## src/rtl/dmem_access_ctrl.sv

```systemverilog
// rtl/dmem_access_ctrl.sv - MEM-stage data-memory sequencer with req/ack bus, stall and exceptions
//
// Purpose: drives one variable-latency req/ack data-bus access per load/store held in EX/MEM.
//   The pipeline is stalled until the access completes. Stores get byte enables and
//   lane-replicated data. Loads are returned sign- or zero-extended.
//   Misaligned or illegal accesses and bus timeouts are reported as 1-cycle pulses.
// Ports:
//   clk, n_rst                      clock (rising edge), asynchronous active-low reset
//   MemReadM, MemWriteM             load / store request (store wins if both are set)
//   ALUResultM, WriteDataM, funct3M byte address, store data, access size/sign
//   StallM                          hold EX/MEM and all upstream pipeline registers
//   ReadDataM                       extended load data, valid in DONE and held afterwards
//   bus_req/we/addr/be/wdata        registered bus request
//   bus_ack, bus_rdata              bus completion and read word
//   misalign_exc, timeout_exc       1-cycle exception pulses
module dmem_access_ctrl #(
  parameter int TIMEOUT_CYCLES = 16
) (
  input  logic        clk,
  input  logic        n_rst,
  input  logic        MemReadM,
  input  logic        MemWriteM,
  input  logic [31:0] ALUResultM,
  input  logic [31:0] WriteDataM,
  input  logic [2:0]  funct3M,
  output logic        StallM,
  output logic [31:0] ReadDataM,
  output logic        bus_req,
  output logic        bus_we,
  output logic [31:0] bus_addr,
  output logic [3:0]  bus_be,
  output logic [31:0] bus_wdata,
  input  logic        bus_ack,
  input  logic [31:0] bus_rdata,
  output logic        misalign_exc,
  output logic        timeout_exc
);

  // The counter only needs to reach TIMEOUT_CYCLES-1: it holds the number of REQ cycles
  // already spent without an ack.
  localparam int CW = (TIMEOUT_CYCLES > 1) ? $clog2(TIMEOUT_CYCLES) : 1;
  localparam logic [CW-1:0] CNT_LAST = CW'(TIMEOUT_CYCLES - 1);

  typedef enum logic [1:0] {IDLE, REQ, DONE} state_t;

  state_t        state;
  logic [CW-1:0] cnt;
  logic [2:0]    f3Lat;
  logic [1:0]    addrLo;

  logic        access;
  logic        f3Legal;
  logic        aligned;
  logic        legal;
  logic [3:0]  beNext;
  logic [31:0] wdataNext;
  logic [7:0]  rdByte;
  logic [15:0] rdHalf;
  logic [31:0] loadData;

  assign access = MemReadM | MemWriteM;

  always_comb begin
    f3Legal = 1'b0;
    case (funct3M)
      3'b000, 3'b001, 3'b010: f3Legal = 1'b1;
      3'b100, 3'b101:         f3Legal = ~MemWriteM;
      default:                f3Legal = 1'b0;
    endcase
  end

  always_comb begin
    aligned   = 1'b0;
    beNext    = 4'b1111;
    wdataNext = WriteDataM;
    case (funct3M[1:0])
      2'b00: begin
        aligned   = 1'b1;
        beNext    = 4'b0001 << ALUResultM[1:0];
        wdataNext = {4{WriteDataM[7:0]}};
      end
      2'b01: begin
        aligned   = ~ALUResultM[0];
        beNext    = 4'b0011 << ALUResultM[1:0];
        wdataNext = {2{WriteDataM[15:0]}};
      end
      2'b10: aligned = (ALUResultM[1:0] == 2'b00);
      default: aligned = 1'b0;
    endcase
  end

  assign legal = f3Legal & aligned;

  // Gated by n_rst so the pipeline is released while reset is held, even though the
  // EX/MEM register may still present the aborted access.
  assign StallM = n_rst & (((state == IDLE) & access & legal) | (state == REQ));

  // Load extraction from the lane chosen by the latched address offset.
  always_comb begin
    rdByte = bus_rdata[7:0];
    case (addrLo)
      2'b00: rdByte = bus_rdata[7:0];
      2'b01: rdByte = bus_rdata[15:8];
      2'b10: rdByte = bus_rdata[23:16];
      2'b11: rdByte = bus_rdata[31:24];
      default: rdByte = bus_rdata[7:0];
    endcase
    rdHalf = addrLo[1] ? bus_rdata[31:16] : bus_rdata[15:0];
    case (f3Lat)
      3'b000:  loadData = {{24{rdByte[7]}}, rdByte};
      3'b001:  loadData = {{16{rdHalf[15]}}, rdHalf};
      3'b100:  loadData = {24'h0, rdByte};
      3'b101:  loadData = {16'h0, rdHalf};
      default: loadData = bus_rdata;
    endcase
  end

  always_ff @(posedge clk or negedge n_rst) begin
    if (!n_rst) begin
      state        <= IDLE;
      cnt          <= '0;
      f3Lat        <= 3'b000;
      addrLo       <= 2'b00;
      ReadDataM    <= 32'h0;
      bus_req      <= 1'b0;
      bus_we       <= 1'b0;
      bus_addr     <= 32'h0;
      bus_be       <= 4'b0000;
      bus_wdata    <= 32'h0;
      misalign_exc <= 1'b0;
      timeout_exc  <= 1'b0;
    end else begin
      misalign_exc <= 1'b0;
      timeout_exc  <= 1'b0;
      case (state)
        IDLE: begin
          if (access) begin
            if (legal) begin
              bus_req   <= 1'b1;
              bus_we    <= MemWriteM;
              bus_addr  <= {ALUResultM[31:2], 2'b00};
              bus_be    <= beNext;
              bus_wdata <= wdataNext;
              f3Lat     <= funct3M;
              addrLo    <= ALUResultM[1:0];
              cnt       <= '0;
              state     <= REQ;
            end else begin
              misalign_exc <= 1'b1;
            end
          end
        end
        REQ: begin
          // An ack in the final permitted cycle still completes the access.
          if (bus_ack) begin
            bus_req <= 1'b0;
            if (!bus_we) ReadDataM <= loadData;
            state <= DONE;
          end else if ((TIMEOUT_CYCLES != 0) && (cnt == CNT_LAST)) begin
            bus_req     <= 1'b0;
            timeout_exc <= 1'b1;
            if (!bus_we) ReadDataM <= 32'h0;
            state <= DONE;
          end else begin
            cnt <= cnt + 1'b1;
          end
        end
        DONE:    state <= IDLE;
        default: state <= IDLE;
      endcase
    end
  end

endmodule

```

## config.mk

```make
export PLATFORM = sky130hd
export DESIGN_NAME = dmem_access_ctrl
export DESIGN_NICKNAME = d
export VERILOG_FILES = /design/src/rtl/dmem_access_ctrl.sv
export SDC_FILE = /design/constraint.sdc
export NUM_CORES = 1
export LEC_CHECK = 0
export ABC_AREA = 1
export CAP_MARGIN = 20
export CORE_MARGIN = 4
export CORE_UTILIZATION = 49
export CTS_BUF_LIST = sky130_fd_sc_hd__clkbuf_4
export CTS_CLUSTER_DIAMETER = 200
export DETAILED_ROUTE_END_ITERATION = 7
export MAX_ROUTING_LAYER = met4
export PLACE_DENSITY_LB_ADDON = 0.05
export SYNTH_ARGS = -nofsm -noshare
export SYNTH_HDL_FRONTEND = slang
export SYNTH_SLANG_ARGS = --single-unit
```

## constraint.sdc

```tcl
create_clock -name clk -period 2.5 [get_ports clk]
set_clock_uncertainty 0.1 [all_clocks]
set_input_delay 0.25 -clock clk [delete_from_list [all_inputs] [get_ports clk]]
set_output_delay 0.25 -clock clk [all_outputs]
set_load 0.01 [all_outputs]
```

==> results.md, run 1 <==
- Status: finished, final reports clean
- Antenna cells: 0
- Starting density of the core: 0.510
- Sequential share of the synthesized area: 0.530
- CP max FO: 3
- Finished Layout Cells: 1035
- Die area: 12600 sq um
- TritonCTS clock tree: done
- Die width: 112 microns
- Synthesis-stage register bit count: 113
- Row cnt: 37
- Clock latency at the later pin of the worst-skew pair: 0.52 ns
- Final setup viols: 0
- Max_cap viols: 0
- Ratio of cells with drive above 1 in the final layout: 0.0734
- Port-buffer cells: 206
- Synth Flop Type: dfrtp_1
- Initial antenna violation count: 0
- Rel. slew slack: 0.639
- Largest net degree at the start of global routing: 103
- Root buffer cell: clkbuf_4
- Critical path data required time: 2.15 ns
- Distinct cells, synth: 29
- Startpoint Class: register
- EDFF count, synth: 0
- Setup bufs post-CTS: 0
- Tcrit/Tclk final: 0.809
- Tightest Pin Transition: 0.542 ns
- Total CTS buffers: 17
- H-tree levels: 4
- Final ANT Viol Nets: 0
- Setup TNS: 0 ns
- Min Clock Period, post-route: 2.02 ns
- GPL Wtd Cong: 0.934
- DP Cell Count: 1001
- CORE AREA: 10500 sq um
- Fill cells: 818
- Synthesized instance count: 684
- P per Cell Area: between 1000 and 1500 nW/um^2
- Synth Warn #: 0
- Most common cell in the netlist: nand2_1
- Number of global-route vias before repair: 5439
- Mapped cell area: about 5300 sq um
- Avg Cell Area, Syn: slightly below 8 sq um
- Commonest cells in the netlist: 315 x nand2_1, 113 x dfrtp_1, 40 x nor2_1
- Hold violation count in the final report: 0
- Worst hold path type: input pin to asynchronous set/reset pin
- Via count: 5287
- Routed WL: 16000 microns
- RSZ-0062 raised after global routing: no
- Vias/cell: roughly 5
- Synth top area cells: dfrtp_1 53%, nand2_1 22%, nand3_1 3.5%
- DR pass1 iterations: 5
- Drc violations: 0
- Global-route usage over all layers: 0.270
- Max clock buf depth: 2
- Ports: between 200 and 250
- Hpwl dp: between 10000 and 15000 microns
- Worst vdd ir: between 0.5 and 0.6 mV
- Crit end category: primary output
- Layout Nets: 991
- FF-to-FF path depth: 7
- Area leader, netlist: dfrtp_1
- Post-synth ARST share: 1.00
- CTS Sinks: 113
- Top-area cell type share of the netlist area: 0.530
- Clock-pin slew on the worst setup and hold paths: about 0.11 ns
- Die height: approximately 110 microns
- Max Freq: 494 MHz
- Kind of critical path: register to primary output
- WL/cell: about 15 microns
- Area growth, synth to finish: 46.8%
- Final Max Slew Viols: 0
- First-pass GRT wire length: 26600 microns
- Remaining Overflow, GRT: 0
- DR iter-0 viols: roughly 360
- Critical path arrival: 1.67 ns
- Leakage: 0.00387 uW
## kinds of logic (layout without fill, tap and decap cells)
family	Yosys count	count (layout)	synth area share
compound gates	93	93	0.0952
xor+xnor	2	2	0.00328
fa+ha+maj	1	1	0.00235
buf+inv	67	281	0.0626
flops	113	113	0.530
other cells	1	2	0.000703
simple gates	407	407	0.306
## per-stage QoR
| step | hold slack (ns) | utilization | total power, uW | worst slack, ns | area (sq um) |
|---|---|---|---|---|---|
| global route | 0.0992 | 0.748 | 8380 | 0.219 | 7830 |
| finish | 0.143 | 0.748 | 7840 | 0.476 | 7830 |
| CTS | 0.114 | 0.745 | 7900 | 0.0689 | 7800 |
| global placement | 0.235 | 0.712 | 6180 | 0.202 | 7450 |
| floorplan | -0.146 | - | 4420 | 0.985 | 5340 |
| detailed placement | 0.253 | 0.712 | 6280 | 0.152 | 7450 |
## what timing repair did
action | CTS | global route
gates resized for setup | 1 | 1
hold endpoints to repair | 113 | 0
pin swaps | 0 | 0
hold buffers | 1 | 0
setup endpoints to repair | 1 | 1
## where the power goes
group	internal [uW]	leakage [uW]	total, uW	switching (uW)
logic	1700	0.00229	3260	1560
clock network	819	0.000166	1590	771
registers	2500	0.00142	2990	485
## critical path: stages (launching register included)
cell            delay (ns)
dfrtp_1               0.43
nor3_2                0.26
nand2_4               0.09
a21boi_0              0.15
dlymetal6s2s_1        0.22
## state kept, by name (all words and copies together), names as in the netlist
register,flops
state,2
f3Lat,3
bus_we,1
misalign_exc,1
bus_be,4
cnt,4
addrLo,2
ReadDataM,32
bus_req,1
bus_wdata,32
timeout_exc,1
bus_addr,30
## placed cells by master (no fill, tap or decap), types with 13 or more instances in the layout
cell type / netlist / final
inv_1: 25 / 25
nand3_1: 37 / 37
nor2_1: 40 / 40
clkbuf_4: 0 / 18
o211ai_1: 13 / 13
dfrtp_1: 113 / 113
clkdlybuf4s50_1: 0 / 204
nand2_1: 315 / 315
a21oi_1: 33 / 33
o21ai_0: 34 / 34
## layout make-up
cell class / count / area [sq um] / area share
Timing Repair Buffer: 219 / 2190 / 0.280
Tap cell: 136 / 170 / 0.0217
Clock inverter: 14 / 203 / 0.0259
Inverter: 30 / 113 / 0.0144
Clock buffer: 18 / 135 / 0.0173
Sequential cell: 113 / 2830 / 0.361
Multi-Input combinational cell: 505 / 2190 / 0.279
## routing by layer
layer | vias up | routed length [microns] | global-route usage
met3 | 23 | 1450 | 0.0852
met4 | 0 | 258 | 0.0673
met2 | 225 | 7900 | 0.437
met5 | - | 0 | -
li1 | 2572 | - | -
met1 | 2467 | 6410 | 0.332
## final timing paths
check	slack (ns)	from	end
worst max-delay path	0.48	state[0]$_DFFE_PN0P_	StallM
worst min-delay path	0.14	n_rst	cnt[1]$_DFFE_PN0P_
worst max register to register	0.51	addrLo[1]$_DFFE_PN0P_	ReadDataM[18]$_DFFE_PN0P_
worst min register to register	0.39	ReadDataM[10]$_DFFE_PN0P_	ReadDataM[10]$_DFFE_PN0P_
max in group asynchronous	1.59	n_rst	bus_wdata[18]$_DFFE_PN0P_
min in group clk	0.15	ALUResultM[29]	bus_addr[29]$_DFFE_PN0P_
Note: power is estimated with default switching activity, not from simulation.
==> run 2: changes to the inputs <==
- CORE_UTILIZATION: 49 -> 45
- clock period: 2.5 -> 2 ns (I/O delays scaled with it)
==> results.md, run 2 (same netlist as run 1, synthesis figures left out) <==
- Setup ws final: 0.0913 ns (-0.385 ns)
- Critical path arrival: 1.61 ns (-0.06 ns)
- Met2 Use GR: 0.401 (-0.0366)
- CP max FO: 3 (unchanged)
- RSZ-0062 raised after global routing: yes
- Remaining Overflow, GRT: 0 (unchanged)
- Largest regs: ReadDataM: 32 flops, bus_wdata: 32 flops, bus_addr: 30 flops
- TritonCTS clock tree: done
- Final ANT Viol Nets: 0 (unchanged)
- Ports: 209 (unchanged)
- Final setup viols: 0 (unchanged)
- Critical path data required time: 1.70 ns (-0.45 ns)
- H-tree levels: 4 (unchanged)
- Multi-input gate area: 2190 sq um (+0.40%)
- Ratio of cells with drive above 1 in the final layout: 0.0888 (+0.0154)
- DR iter-0 viols: 463 (+28%)
- Area growth, synth to finish: 48.8%
- CTS Sinks: 113 (unchanged)
- Hold_sp: ALUResultM[27]
- Worst Setup SP: state[1]$_DFFE_PN0P_
- P per Cell Area: 1250 nW/um^2 (+25%)
- Die area: 13700 sq um (+8.2%)
- R2r setup slk: 0.21 ns (-0.30 ns)
- Global-route usage over all layers: 0.252 (-0.0181)
- Internal power: 6480 uW (+29%)
- Initial antenna violation count: 0 (unchanged)
- DR pass1 iterations: 5 (unchanged)
- Hpwl dp: 11800 microns (+0.89%)
- Leakage: 0.00394 uW (+1.7%)
- Drc violations: 0 (unchanged)
- First-pass GRT wire length: 25700 microns (-3.4%)
- Largest net degree at the start of global routing: 74 (-28%)
- Layout Nets: 1004 (+1.3%)
- Die width: 117 microns (+4.0%)
- Number of global-route vias before repair: 5259 (-3.3%)
- Tcrit/Tclk final: 0.954
- Met1 usage: 0.308 (-0.0241)
- WL/cell: 15.4 microns (-0.61%)
- Clock power share: 0.206 (+0.003)
- Max clock buf depth: 2 (unchanged)
- Final Max Slew Viols: 0 (unchanged)
- Met3 track demand over resource: 0.0797 (-0.00548)
- Vias/cell: 5.04 (-1.3%)
- Kind of critical path: register to primary output
- FF-to-FF path depth: 6 (-1)
- Hold violation count in the final report: 0 (unchanged)
- Setup TNS: 0 ns (unchanged)
- Max Freq: ~520 MHz
- Status: finished, final reports clean
- Root buffer cell: clkbuf_4
- Critical R2R Launch: state[1]$_DFFE_PN0P_
- Starting density of the core: 0.463 (-0.0466)
- Switch share: 0.345 (-0.0139)
- GPL Wtd Cong: 0.922 (-1.2%)
- Port-buffer cells: 206 (unchanged)
- Clock-pin slew on the worst setup and hold paths: 0.11 ns (about the same)
- Startpoint Class: register
- Worst vdd ir: 0.674 mV (+19%)
- Fill cells: 956 (+17%)
- Combinational share of power: 0.424 (+0.008)
- Worst hold path type: input pin to register
- Sw Pwr: 3420 uW (+21%)
- Min-Delay Path Depth: 3
- Sequential Power Share: 0.370 (-0.011)
- Antenna cells: 0 (unchanged)
- Tightest Pin Transition: 0.877 ns (+0.335 ns)
- Total CTS buffers: 17 (unchanged)
- Via count: 5317 (+0.57%)
- Routed WL: 16200 microns (+1.3%)
- Min Clock Period, post-route: 1.91 ns
- Worst hold slack: 0.0947 ns (-0.0486 ns)
- Row cnt: 39 (+5.4%)
- Crit end category: primary output
- GRT busiest layer: met2
- Max_cap viols: 0 (unchanged)
- Most common cell after layout, fill and taps aside: nand2_1
- CORE AREA: 11500 sq um (+10%)
- Worst hold endpoint: bus_addr[27]$_DFFE_PN0P_
- Rel. slew slack: 0.416 (-0.223)
- Reg2reg end: bus_wdata[12]$_DFFE_PN0P_
- Clock latency at the later pin of the worst-skew pair: 0.53 ns (about the same)
- Sequential Area: 2830 sq um (unchanged)
- Dpl ws: -0.233 ns (-0.385 ns)
- Commonest non-fill, non-tap cells in the layout: 315 x nand2_1, 204 x clkdlybuf4s50_1, 113 x dfrtp_1, 40 x nor2_1, 37 x nand3_1
- Die height: 117 microns (+4.0%)
run 2: worst max path at each step:
stage,end
final,StallM
after global routing,StallM
after detailed placement,StallM
after CTS,StallM
after global placement,StallM
after floorplan,StallM
run 2: critical path, cell delays in order (launching register included):
cell and delay [ns]:
dfrtp_1 0.45, nor3_2 0.19, buf_4 0.14, nand2_4 0.04
a21boi_2 0.11, buf_2 0.14
run 2: power groups by stage:
stage	logic, uW	clock network [uW]	registers [uW]
4_1_cts	4240	2100	3660
3_5_place_dp	4210	0	3690
6_report	4200	2040	3660
2_1_floorplan	1520	0	4010
3_3_place_gp	4140	0	3670
5_1_grt	4620	2220	3770
run 2: metal layers:
layer | vias to the layer above | part of all wire
li1 | 2593 | -
met1 | 2507 | 0.43
met2 | 198 | 0.48
met3 | 19 | 0.077
met4 | 0 | 0.013
met5 | - | 0
run 2: timing repair:
action / 4_1_cts / 5_1_grt
pin swaps: 0 / 1
hold endpoints to repair: 113 / 0
setup endpoints to repair: 1 / 1
hold buffers: 1 / 0
setup buffers: 2 / 0
gates resized for setup: 6 / 3
run 2: layout make-up:
class                           instances  share of cell area
Clock buffer                           21              0.0199
Clock inverter                         11              0.0235
Inverter                               30              0.0142
Multi-Input combinational cell        505               0.277
Sequential cell                       113               0.356
Tap cell                              143              0.0225
Timing Repair Buffer                  232               0.287
run 2: metrics by stage:
stage / instances / area (sq um) / util / total power (uW)
after floorplan: 685 / 5340 / - / 5530
after global placement: 1020 / 7560 / 0.656 / 7810
after detailed placement: 1020 / 7560 / 0.656 / 7900
after CTS: 1055 / 7930 / 0.688 / 10000
after global routing: 1055 / 7940 / 0.689 / 10600
final: 1055 / 7940 / 0.689 / 9900
